### config.mk
export PLATFORM = sky130hd
export DESIGN_NAME = pc_fetch_seq
export DESIGN_NICKNAME = d
export VERILOG_FILES = /design/src/rtl/pc_fetch_seq.sv
export SDC_FILE = /design/constraint.sdc
export NUM_CORES = 1
export LEC_CHECK = 0
export ABC_AREA = 0
export CAP_MARGIN = 20
export CORE_MARGIN = 8
export CORE_UTILIZATION = 42
export CTS_BUF_LIST = sky130_fd_sc_hd__clkbuf_4 sky130_fd_sc_hd__clkbuf_8
export CTS_CLUSTER_DIAMETER = 50
export DETAILED_ROUTE_END_ITERATION = 8
export GPL_ROUTABILITY_DRIVEN = 0
export PLACE_DENSITY = 0.82
export SLEW_MARGIN = 10
export SYNTH_ARGS = -nofsm -noshare
export SYNTH_HDL_FRONTEND = slang
export SYNTH_SLANG_ARGS = --single-unit
export TNS_END_PERCENT = 100
### constraint.sdc
create_clock -name clk -period 7.2 [get_ports clk]
set_input_delay 2.16 -clock clk [delete_from_list [all_inputs] [get_ports clk]]
set_output_delay 2.16 -clock clk [all_outputs]
set_load 0.05 [all_outputs]
### src/rtl/pc_fetch_seq.sv
// pc_fetch_seq: multi-cycle instruction sequencer for the NPC core.
// Owns the architectural PC, runs a single-outstanding fetch handshake,
// holds the fetched instruction through EXEC, then commits the next PC
// (or trap vector) or parks in HALT on ebreak / fault.
module pc_fetch_seq #(
  parameter int unsigned     XLEN     = 64,
  parameter logic [XLEN-1:0] RESET_PC = 64'h8000_0000
) (
  input  logic            clk,
  input  logic            rst,
  output logic            ifu_req_valid,
  input  logic            ifu_req_ready,
  output logic [XLEN-1:0] ifu_req_addr,
  input  logic            ifu_rsp_valid,
  input  logic [31:0]     ifu_rsp_inst,
  input  logic            ifu_rsp_err,
  output logic [XLEN-1:0] pc,
  output logic [31:0]     inst,
  output logic            inst_valid,
  input  logic            exe_done,
  input  logic [XLEN-1:0] dnpc,
  input  logic            trap_req,
  input  logic [XLEN-1:0] trap_vec,
  input  logic            halt_req,
  output logic            halted,
  output logic [1:0]      fault,
  output logic [63:0]     instret
);

  typedef enum logic [2:0] {
    BOOT = 3'd0,
    REQ  = 3'd1,
    WAIT = 3'd2,
    EXEC = 3'd3,
    HALT = 3'd4
  } state_t;

  localparam logic [1:0] FAULT_NONE     = 2'b00;
  localparam logic [1:0] FAULT_FETCH    = 2'b01;
  localparam logic [1:0] FAULT_MISALIGN = 2'b10;

  state_t          state;
  logic [XLEN-1:0] next_pc;
  logic            next_misaligned;

  // A taken trap overrides the datapath's next PC; low bits must be clear.
  assign next_pc         = trap_req ? trap_vec : dnpc;
  assign next_misaligned = |next_pc[1:0];

  // The fetch address is the architectural PC, held stable by construction.
  assign ifu_req_addr = pc;

  // Sequencer FSM; handshake and status outputs are registered alongside state.
  // NOTE: non-blocking assignments so every register samples pre-edge values.
  always_ff @(posedge clk or posedge rst) begin
    if (rst) begin
      state         <= BOOT;
      pc            <= RESET_PC;
      inst          <= 32'd0;
      ifu_req_valid <= 1'b0;
      inst_valid    <= 1'b0;
      halted        <= 1'b0;
      fault         <= FAULT_NONE;
      instret       <= 64'd0;
    end else begin
      case (state)
        BOOT: begin
          state         <= REQ;
          ifu_req_valid <= 1'b1;
        end
        REQ: begin
          if (ifu_req_ready) begin
            state         <= WAIT;
            ifu_req_valid <= 1'b0;
          end
        end
        WAIT: begin
          if (ifu_rsp_valid) begin
            if (ifu_rsp_err) begin
              state  <= HALT;
              halted <= 1'b1;
              fault  <= FAULT_FETCH;
            end else begin
              inst       <= ifu_rsp_inst;
              state      <= EXEC;
              inst_valid <= 1'b1;
            end
          end
        end
        EXEC: begin
          if (exe_done) begin
            inst_valid <= 1'b0;
            if (halt_req) begin
              instret <= instret + 64'd1;
              state   <= HALT;
              halted  <= 1'b1;
            end else if (next_misaligned) begin
              state  <= HALT;
              halted <= 1'b1;
              fault  <= FAULT_MISALIGN;
            end else begin
              pc            <= next_pc;
              instret       <= instret + 64'd1;
              state         <= REQ;
              ifu_req_valid <= 1'b1;
            end
          end
        end
        HALT: begin
        end
        default: begin
          state         <= HALT;
          halted        <= 1'b1;
          ifu_req_valid <= 1'b0;
          inst_valid    <= 1'b0;
        end
      endcase
    end
  end

endmodule

==> results.json <==
{
  "critical_path.cell_chain": "clkdlybuf4s50_1, or2_4, a221oi_4, nand3_4, nor4_2, xor2_1",
  "cts_resized": 0,
  "synth_area_um2": 8220,
  "cts_root_buf": "clkbuf_8",
  "die_h_um": 156,
  "worstRegToRegCells": 5,
  "vias": 6996,
  "dieArea_um2": 24300,
  "p_clk_share_pct": 20.7,
  "cp-start-kind": "primary input",
  "io_buffers": 396,
  "hold_end": "halted",
  "rsz0062_at_grt": "false",
  "cts_hold_buf": 0,
  "switching_share_pct": 42.1,
  "rr_endpoint": "instret[61]",
  "routedWlPerCell_um": 21.1,
  "nets": 1256,
  "relSlewSlack_pct": 28.8,
  "final_core_util_pct": 63.9,
  "p_sw_mw": 1.38,
  "post_cts_buffers": 0,
  "pre_cts_slack_ns": 2.38,
  "leakage_nw": 5.39,
  "ys_warn_count": 0,
  "min_from": "halted",
  "dp_cells": 1333,
  "critPathMaxFanout": 16,
  "wl_mm": 29.0,
  "endpoint_kind": "flop",
  "final_common_cell": "clkdlybuf4s50_1",
  "status": "finished, final reports clean",
  "crit_type": "in -> reg",
  "fp.coreArea_um2": 19300,
  "via_per_inst": 5.09,
  "grt_max_degree": 125,
  "synth_top_flop_cell": "dfrtp_1",
  "crit_slowest_cell": "a221oi_4",
  "whs_path_depth": 1,
  "drive_gt1_share_pct": 9.09,
  "antenna_found_initial": 9,
  "holdCritPathClass": "reg -> reg",
  "syn_nets": 931,
  "post-route-period-util_pct": 60.6,
  "p_seq_share_pct": 36.4,
  "ir_drop_mv": 0.207,
  "p_comb_share_pct": 42.9,
  "cp.required_ns": 7.57,
  "synth_edf_count": 0,
  "fin_cells": 1374,
  "first_pass_iters": 5,
  "async_reset_ff_share_pct": 100,
  "ys_ff_latch": 168,
  "insertion_delay_ns": 0.44,
  "maxSlewViolCount": 0,
  "drtIter0Drc": 303,
  "clock_skew_ns": 0.0158,
  "initial_core_util_pct": 42.5,
  "grt_util_all_layers_pct": 23.2,
  "antenna_left": 0,
  "setup_viol": 0,
  "fmax_ghz": 0.229,
  "htreeDepth": 4,
  "area_delta_synth_final_pct": 50.3,
  "postSynthCellCount": 762,
  "worst_pin_slew_ns": 1.07,
  "ios": 397,
  "hold_violations": 0,
  "cts_tree": "yes",
  "clock_path_buffers": 2,
  "synth-seq-area-share_pct": 51.2,
  "pwr_density_cell_nw_per_um2": 265,
  "critPathArrivalTime_ns": 4.74,
  "final_cell_mix": "395 x clkdlybuf4s50_1, 167 x dfrtp_1, 93 x nor2_1",
  "numCtsBuffers": 17,
  "dp_hpwl_mm": 23.0,
  "fin_setup_tns_ns": 0,
  "overflow": 0,
  "syn_area_per_cell_um2": 10.8,
  "die_w_um": 156,
  "grt_pass1_wl_mm": 42.8,
  "p_total_mw": 3.28,
  "numClockSinks": 168,
  "cp_slowest_stage_delay_ns": 0.87,
  "grt_pass1_vias": 7024,
  "clkTransAtPathRegs_ns": 0.09,
  "drv_cap": 0,
  "ys_types": 45,
  "r2r_start": "state[0]",
  "r2r_slack_ns": 4.44,
  "drc": 0,
  "setup_ws_ns": 2.83,
  "min_period_ns": 4.37,
  "intPower_mw": 1.90,
  "rows": 51
}
[power by group through the flow]
stage                     Clock [mW]  Combinational (mW)  Sequential, mW
after floorplan                    0               0.472            1.66
after global placement             0                1.40            1.20
after detailed placement           0                1.42            1.21
after CTS                      0.700                1.42            1.19
after global routing           0.740                1.45            1.21
final                          0.679                1.40            1.19
[synth_stat cells (all sizes together) (6+ instances only)]
| cell type | n | area share [%] |
|---|---|---|
| a21oi | 69 | 4.2 |
| and3 | 9 | 0.68 |
| buf | 82 | 7.1 |
| clkbuf | 13 | 0.59 |
| dfrtp | 167 | 51 |
| inv | 9 | 0.41 |
| mux2 | 33 | 4.5 |
| mux2i | 62 | 7.6 |
| nand2 | 36 | 1.6 |
| nand3 | 28 | 1.9 |
| nand4 | 28 | 2.7 |
| nor2 | 93 | 4.2 |
| nor2b | 6 | 0.46 |
| nor3 | 24 | 1.9 |
| nor4 | 11 | 1.5 |
| o21ai | 6 | 0.37 |
| xnor2 | 27 | 2.9 |
| xor2 | 35 | 3.7 |
[layout make-up]
cell class	count	area, um^2
Fill cell	1611	6980
Sequential cell	168	4210
Timing Repair Buffer	401	4010
Multi-Input combinational cell	490	3360
Tap cell	265	332
Clock buffer	18	241
Clock inverter	14	148
Inverter	9	38.8
Antenna cell	9	22.5
[stage by stage]
step,instance area (um^2),hold slack (ns)
floorplan,8220,0.611
global placement,11900,0.462
detailed placement,11900,0.468
CTS,12300,0.492
global route,12400,0.518
finish,12400,0.483
[sequential cells by signal, summed over array words and instances (netlist names)]
name / count
halted: 1
ifu_req_valid: 1
fault: 2
ifu_req_addr: 64
state: 3
instret: 64
inst: 32
inst_valid: 1
[worst max path at each step]
stage                  start           to  slack [ns]  depth (start not counted)
finish               dnpc[0]  instret[61]        2.83                          6
global route        exe_done  instret[61]        2.72                          6
CTS                  dnpc[0]  instret[44]        2.89                          6
detailed placement   dnpc[0]  instret[44]        2.38                          6
global placement     dnpc[0]  instret[44]        2.46                          6
floorplan                rst     fault[0]        0.49                          1
[cell families after synthesis]
family / share of synthesized area, %
xor+xnor: 6.61
compound gates: 5.74
buf+inv: 8.13
flops: 51.2
fa+ha+maj: 0.152
simple gates: 16.1
mux: 12.1
[worst max-delay path, delay by kind of cell]
family | cells | cell delay [ns]
simple gates | 3 | 1.08
xor+xnor | 1 | 0.16
compound gates | 1 | 0.87
buf+inv | 1 | 0.44
[per-layer routing]
| metal | share of wire (%) | up-vias | GRT usage (%) |
|---|---|---|---|
| met4 | 3.4 | 0 | 12.6 |
| li1 | - | 3222 | - |
| met3 | 8.5 | 48 | 7.65 |
| met1 | 36 | 3441 | 24.6 |
| met2 | 52 | 285 | 40.1 |
| met5 | 0 | - | 0 |
No activity file was read; power rests on OpenSTA's default activity.
